**src/rtl/re_mapper_ctrl.sv**
```systemverilog
// RE-mapper ping-pong buffer sequencer: turns a valid/ready sample stream
// into buffer writes, then paces Sym_Done/RE_Done around the buffer readout.
//
// Ports:
//   CLK, RST         clock, synchronous active-high reset
//   cfg_start        one-cycle pulse, latches cfg_num_sc/cfg_num_sym in IDLE
//   cfg_num_sc       REs per symbol (1..MEM_DEPTH-WRITE_ADDR_SHIFT)
//   cfg_num_sym      symbols per slot (1..14)
//   in_valid/in_data sample stream, in_ready = state is FILL
//   write_enable     registered buffer write strobe
//   write_addr       registered write address, 0..num_sc-1
//   data_in          registered copy of the accepted sample
//   Sym_Done/RE_Done one-cycle symbol / slot completion pulses
//   busy             slot in progress (through the RE_Done cycle)
//   sym_idx          symbol being filled
//   cfg_err          one-cycle pulse on a rejected configuration
module re_mapper_ctrl #(
    parameter int MEM_DEPTH        = 2048,
    parameter int FFT_Len          = 18,
    parameter int WRITE_ADDR_SHIFT = 423,
    parameter int DRAIN_CYCLES     = 2050
) (
    input  logic                      CLK,
    input  logic                      RST,
    input  logic                      cfg_start,
    input  logic [10:0]               cfg_num_sc,
    input  logic [3:0]                cfg_num_sym,
    input  logic                      in_valid,
    input  logic signed [FFT_Len-1:0] in_data,
    output logic                      in_ready,
    output logic                      write_enable,
    output logic [10:0]               write_addr,
    output logic signed [FFT_Len-1:0] data_in,
    output logic                      Sym_Done,
    output logic                      RE_Done,
    output logic                      busy,
    output logic [3:0]                sym_idx,
    output logic                      cfg_err
);

    localparam int MAX_SC = MEM_DEPTH - WRITE_ADDR_SHIFT;
    localparam int DW     = $clog2(DRAIN_CYCLES + 1);

    typedef enum logic [2:0] {
        IDLE,
        FILL,
        FLUSH,
        WAIT_SWAP,
        WAIT_END
    } state_t;

    state_t         state;
    logic [10:0]    num_sc;
    logic [3:0]     num_sym;
    logic [10:0]    addr_cnt;
    logic [DW-1:0]  drain_cnt;
    logic [DW-1:0]  drain_nxt;
    logic           cfg_ok;
    logic           last_re;
    logic           more_sym;

    assign in_ready  = (state == FILL);
    assign drain_nxt = (drain_cnt != '0) ? drain_cnt - 1'b1 : '0;
    assign cfg_ok    = (cfg_num_sc != 11'd0)
                    && (int'(cfg_num_sc) <= MAX_SC)
                    && (cfg_num_sym != 4'd0)
                    && (cfg_num_sym <= 4'd14);
    assign last_re   = (addr_cnt == num_sc - 11'd1);
    assign more_sym  = (sym_idx < num_sym - 4'd1);

    // Sym_Done/RE_Done are registered one cycle ahead: the pulse is raised on
    // the edge where the drain counter reaches zero, and the drain reload
    // happens on that same edge, so the counter reads DRAIN_CYCLES in the
    // pulse cycle and zero exactly DRAIN_CYCLES cycles later.
    always_ff @(posedge CLK) begin
        if (RST) begin
            state        <= IDLE;
            num_sc       <= '0;
            num_sym      <= '0;
            addr_cnt     <= '0;
            drain_cnt    <= '0;
            write_enable <= 1'b0;
            write_addr   <= '0;
            data_in      <= '0;
            Sym_Done     <= 1'b0;
            RE_Done      <= 1'b0;
            busy         <= 1'b0;
            sym_idx      <= '0;
            cfg_err      <= 1'b0;
        end else begin
            write_enable <= 1'b0;
            Sym_Done     <= 1'b0;
            RE_Done      <= 1'b0;
            cfg_err      <= 1'b0;
            drain_cnt    <= drain_nxt;
            unique case (state)
                IDLE: begin
                    if (cfg_start) begin
                        if (cfg_ok) begin
                            num_sc   <= cfg_num_sc;
                            num_sym  <= cfg_num_sym;
                            busy     <= 1'b1;
                            sym_idx  <= '0;
                            addr_cnt <= '0;
                            state    <= FILL;
                        end else begin
                            cfg_err  <= 1'b1;
                        end
                    end
                end
                FILL: begin
                    if (in_valid) begin
                        write_enable <= 1'b1;
                        write_addr   <= addr_cnt;
                        data_in      <= in_data;
                        if (last_re) begin
                            state <= FLUSH;
                        end else begin
                            addr_cnt <= addr_cnt + 11'd1;
                        end
                    end
                end
                FLUSH: begin
                    state <= WAIT_SWAP;
                    if (drain_nxt == '0) begin
                        Sym_Done  <= 1'b1;
                        drain_cnt <= DW'(DRAIN_CYCLES);
                    end
                end
                WAIT_SWAP: begin
                    if (Sym_Done) begin
                        if (more_sym) begin
                            sym_idx  <= sym_idx + 4'd1;
                            addr_cnt <= '0;
                            state    <= FILL;
                        end else begin
                            state    <= WAIT_END;
                        end
                    end else if (drain_nxt == '0) begin
                        Sym_Done  <= 1'b1;
                        drain_cnt <= DW'(DRAIN_CYCLES);
                    end
                end
                WAIT_END: begin
                    if (RE_Done) begin
                        busy  <= 1'b0;
                        state <= IDLE;
                    end else if (drain_nxt == '0) begin
                        RE_Done <= 1'b1;
                    end
                end
                default: state <= IDLE;
            endcase
        end
    end

endmodule

```
**config.mk**
```make
export PLATFORM = sky130hd
export DESIGN_NAME = re_mapper_ctrl
export DESIGN_NICKNAME = d
export VERILOG_FILES = /design/src/rtl/re_mapper_ctrl.sv
export SDC_FILE = /design/constraint.sdc
export NUM_CORES = 1
export LEC_CHECK = 0
export ABC_AREA = 1
export BUFFER_PORTS_ARGS = -buffer_cell sky130_fd_sc_hd__buf_2
export CAP_MARGIN = 0
export CORE_MARGIN = 5
export CORE_UTILIZATION = 40
export CTS_CLUSTER_SIZE = 16
export DETAILED_ROUTE_END_ITERATION = 7
export GPL_TIMING_DRIVEN = 0
export SKIP_LAST_GASP = 1
export SYNTH_ARGS = -nofsm -noshare
export SYNTH_HDL_FRONTEND = slang
export SYNTH_SLANG_ARGS = --single-unit
```
**constraint.sdc**
```tcl
create_clock -name CLK -period 2.8 [get_ports CLK]
set_input_delay 0.14 -clock CLK [delete_from_list [all_inputs] [get_ports CLK]]
set_output_delay 0.14 -clock CLK [all_outputs]
set_load 0.01 [all_outputs]
```
==> Yosys cells after proc, flatten, opt, wreduce, memory -nomap -nowiden <==
Cells that the tools add are included.
{ "op_classes": {"bitwise": 4, "n_eq_ne": 13, "muxes": 33, "n_reduce_logical": 20, "n_addsub": 5, "magnitude_cmp": 3} }
{ "op_table": {"columns": ["operator", "count"], "rows": [
  ["$mux W11", 6],
  ["$mux W12", 3],
  ["$pmux W11 S3", 1],
  ["$pmux W12 S2", 1],
  ["$mux W3", 7],
  ["$mux W4", 4],
  ["$pmux W3 S5", 1],
  ["$ne A2 B2 Y1 const B", 7],
  ["$logic_not A12 Y1", 1],
  ["$reduce_bool A12 Y1", 1],
  ["$sub A12 B1 Y12 const B", 1],
  ["$add A11 B1 Y11 const B", 1],
  ["$eq A11 B11 Y1", 1],
  ["$le A11 B11 Y1 const B", 1],
  ["$reduce_bool A11 Y1", 1],
  ["$sub A11 B1 Y11 const B", 1],
  ["$pmux W4 S2", 1],
  ["$mux W1", 7],
  ["$reduce_and A7 Y1", 1],
  ["$eq A3 B2 Y1 const B", 2],
  ["$reduce_and A6 Y1", 1],
  ["$reduce_or A3 Y1", 2],
  ["$reduce_and A5 Y1", 1],
  ["$add A4 B1 Y4 const B", 1],
  ["other kinds (17)", 24]
]} }
{ "totals": {"register_bits": 79} }

==> Longest topological paths before layout <==
{ "depth": {"ltp_word": 7, "mapped_depth": 17, "depth_no_buf": 17} }

==> Worst setup path after synthesis <==
Ideal clock, no wire load.
{ "synth_path": {"path_type": "reg-to-reg", "startpoint": "register num_sym[0]", "endpoint": "register addr_cnt[4]", "arrival_ns": 1.786, "setup_slack_ns": 0.879, "path_stages_with_launch": 15, "synth_period_minus_slack_ns": 1.921, "t_required_ns": 2.665, "setup_ns": 0.135, "path_cell_list": "dfxtp_1 > inv_1 > ha_1 > ha_1 > o21ai_0 > nand2_1 > nand3_1 > nand2_1 > nand2_1 > nand3_2 > nor2_4 > nand2_4 > buf_12 > nand2_2 > a21oi_2"} }
{ "synth_via": {"elab_chain_len": 4} }
{ "synth_rtl": {"columns": ["element", "line_no", "text"], "rows": [
  ["start, declared", "54", "logic [3:0] num_sym;"],
  ["start signal, assigned", "101", "num_sym <= cfg_num_sym;"],
  ["$sub A4 B1 Y4", "69", "assign more_sym = (sym_idx < num_sym - 4'd1);"],
  ["$lt A4 B4 Y1", "69", null],
  ["$ne A2 B2 Y1 (no line)", null, null],
  ["$reduce_and A7 Y1 (no line)", null, null],
  ["end signal, assigned", "119", "addr_cnt <= addr_cnt + 11'd1;"],
  ["end, declared", "55", "logic [10:0] addr_cnt;"]
]} }
Every way passes these cells.
A chain may end at the register's enable or synchronous reset.

==> Final worst setup path <==
{ "layout_path": {"startpoint": "register num_sym[0]", "endpoint": "register addr_cnt[8]"} }
Same word-level chain as after synthesis.

==> flow_summary.toml <==
[run_status]
status = "finished clean"

[hold_path]
min_path_type = "in2reg"
holdPathStages = 3
min_to = "data_in[15]"
min-delay-start = "in_data[15]"

[sta]
finalCritPeriodShare = 0.788
hold_viol_final = 0
rsz0062_at_grt = "false"
finClkSkew_ns = 0.00976
tns_ns = 0
setup_viol_count_final = 0
fmax_mhz = 453
layout_min_cycle_time_ns = 2.21
maxSlewHeadroom = 0.556
drv_slew = 0
tightest_slew_ns = 0.666

[pwr]
power_leakage_uw = 0.00219
switchingPower_uw = 2480
sequentialPowerShare = 0.308
power_density_nw_per_um2 = 1040
p_int_uw = 2690
comb_power_share = 0.536
ir_drop_uv = 515
power_switching_share = 0.480
clockPowerShare = 0.155

[cts]
numCtsBuffers = 9
cts_buffer_depth = 2
cts_setup_buffers = 0
cts_tree = "yes"
cts_hold_buffers = 0
clockRootBuffer = "clkbuf_8"
cts_resized = 0
clock_latency_ns = 0.37
clk_pin_slew_ns = 0.09
clkSinkCount = 79
ctsHtreeMaxLevel = 3

[yosys]
synth_commonest_cells = "nand2_1, nand3_1, dfxtp_1"
synth_top_area_share = 0.373
yosysWarningCount = 0
synth_edf_count = 0
async_reset_ff_frac = 0
netlist_area_um2 = 4240
yosysMostFrequentCell = "nand2_1"
avgSynthCellArea_um2 = 6.90
synth.distinct_cells = 38
yosysSeqAreaShare = 0.373
ys_dominant_reg_cell = "dfxtp_1"
synthTopCellsByArea = "dfxtp_1, nand2_1, nand3_1"
synth_cells = 614
synth_top_cell_by_area = "dfxtp_1"
synth_seq_cells = 79
syn-num-nets = 660

[layout]
drive_gt1_frac = 0.205
antennaDiodeCount = 0
area_growth_syn_to_layout_pct = 17.0
finalNetCount = 745
instances_no_fill = 840

[setup_path]
reg2reg_slack_ns = 0.59
cpMaxStageDelayCell = "dfxtp_1"
path_common_cell = "nand2_1"
arrival_ns = 2.50
critical_path_required_ns = 3.10
r2r_cells = 13
critical_path_class = "reg2reg"
regToRegStartpoint = "num_sym[0]"
r2r-end = "addr_cnt[8]"
worstPathMaxFanout = 10
crit_chain = "inv_1 > ha_1 > ha_1 > o21ai_0 > nand2_1 > nand3_1 > nand2_1 > nand2_1 > nand3_2 > nor2_4 > buf_6 > nand3_1 > a21oi_2"
slowest_delay_ns = 0.33
startpoint_type = "flop"
cp-end-kind = "flop"

[global_route]
antenna_found_initial = 0
gr-total-overflow = 0
grt_pass1_wl_um = 18200
grt_usage = 0.174
grt_max_degree = 16
grt_pass1_vias = 3833

[drt]
vias = 4147
ant_nets = 0
drc = 0
wl_per_cell_um = 13.0
dr.pass1.iters = 4
avgViaCountPerCell = 4.94
wirelength_um = 11000
drt_first_iter_violations = 292

[placed_design]
portBuffers = 74
place_inst = 824
place_hpwl_um = 8480
gp_congestion = 0.863

[die]
io_pins = 76
initial_core_util = 0.411
die_x_um = 113
coreArea_um2 = 10300
die_h_um = 113
num_rows = 37
dieArea_um2 = 12800

[run]
cap_violations = 0
-- power by group through the flow --
stage | clock network, µW | logic (µW) | registers, µW
after floorplan | 0 | 2170 | 1600
after global placement | 0 | 2740 | 1610
after detailed placement | 0 | 2770 | 1620
after CTS | 823 | 2790 | 1600
after global routing | 872 | 3180 | 1630
final | 805 | 2770 | 1600
-- logic make-up (layout without fill, tap and decap cells) --
logic type | count (synthesis) | count (layout) | synth area share
compound gates | 93 | 93 | 0.125
xor+xnor | 16 | 16 | 0.0331
fa+ha+maj | 9 | 9 | 0.0266
buf+inv | 83 | 173 | 0.0826
flops | 79 | 79 | 0.373
simple gates | 334 | 334 | 0.360
-- area by class of cell --
class	count	area (µm²)
Fill cell	1050	5360
Multi-Input combinational cell	452	2310
Sequential cell	79	1580
Timing Repair Buffer	74	370
Inverter	56	210
Tap cell	136	170
Buffer	27	140
Clock buffer	9	124
Clock inverter	7	56.3
-- cells in the final DEF (no fill, tap or decap), types with 7 or more instances in the layout --
cell type,instances
ha_1,9
buf_2,80
xor2_1,9
inv_1,49
nand2_2,15
dfxtp_1,79
o21ai_0,22
nand2_1,146
clkbuf_8,9
clkbuf_1,16
nor2_1,53
nand3_1,84
nand4_1,8
xnor2_1,7
a21oi_2,10
a21oi_1,53
-- sequential cells by signal, indices dropped and copies added, names as in the netlist --
| signal | count |
|---|---|
| cfg_err | 1 |
| num_sc | 11 |
| num_sym | 4 |
| state | 3 |
| write_addr | 11 |
| sym_idx | 4 |
| data_in | 18 |
| addr_cnt | 11 |
| RE_Done | 1 |
| busy | 1 |
| write_enable | 1 |
| drain_cnt | 12 |
| Sym_Done | 1 |
-- per-stage QoR --
| stage | total power [µW] | cell area (µm²) | worst slack [ns] | util | hold WS [ns] |
|---|---|---|---|---|---|
| detailed placement | 4390 | 4780 | 0.611 | 0.463 | 0.419 |
| global route | 5680 | 4960 | 0.355 | 0.480 | 0.0179 |
| floorplan | 3770 | 4240 | 0.879 | - | 0.287 |
| finish | 5180 | 4960 | 0.594 | 0.480 | 0.0334 |
| global placement | 4350 | 4780 | 0.625 | 0.463 | 0.415 |
| CTS | 5210 | 4960 | 0.582 | 0.480 | 0.0209 |
-- per-layer routing --
layer / share of wire / vias up / track usage / routed length, µm
met3: 0.060 / 15 / 0.0283 / 663
met1: 0.49 / 1847 / 0.235 / 5330
met2: 0.44 / 105 / 0.278 / 4770
met5: 0 / - / 0 / 0
li1: - / 2180 / - / -
met4: 0.018 / 0 / 0.0673 / 194
-- critical path: cells and delay by family (launching register included) --
kind / cells / cell delay, ns
buf+inv: 2 / 0.25
fa+ha+maj: 2 / 0.56
flops: 1 / 0.33
simple gates: 7 / 0.79
compound gates: 2 / 0.22
-- worst max-delay path by stage --
stage / cells past startpoint / endpoint / from
global route: 13 / sym_idx[2] / num_sym[0]
floorplan: 14 / addr_cnt[4] / num_sym[0]
detailed placement: 13 / sym_idx[1] / num_sym[0]
CTS: 13 / addr_cnt[8] / num_sym[0]
global placement: 13 / sym_idx[1] / num_sym[0]
finish: 13 / addr_cnt[8] / num_sym[0]
(Power assumes the default switching activity.)
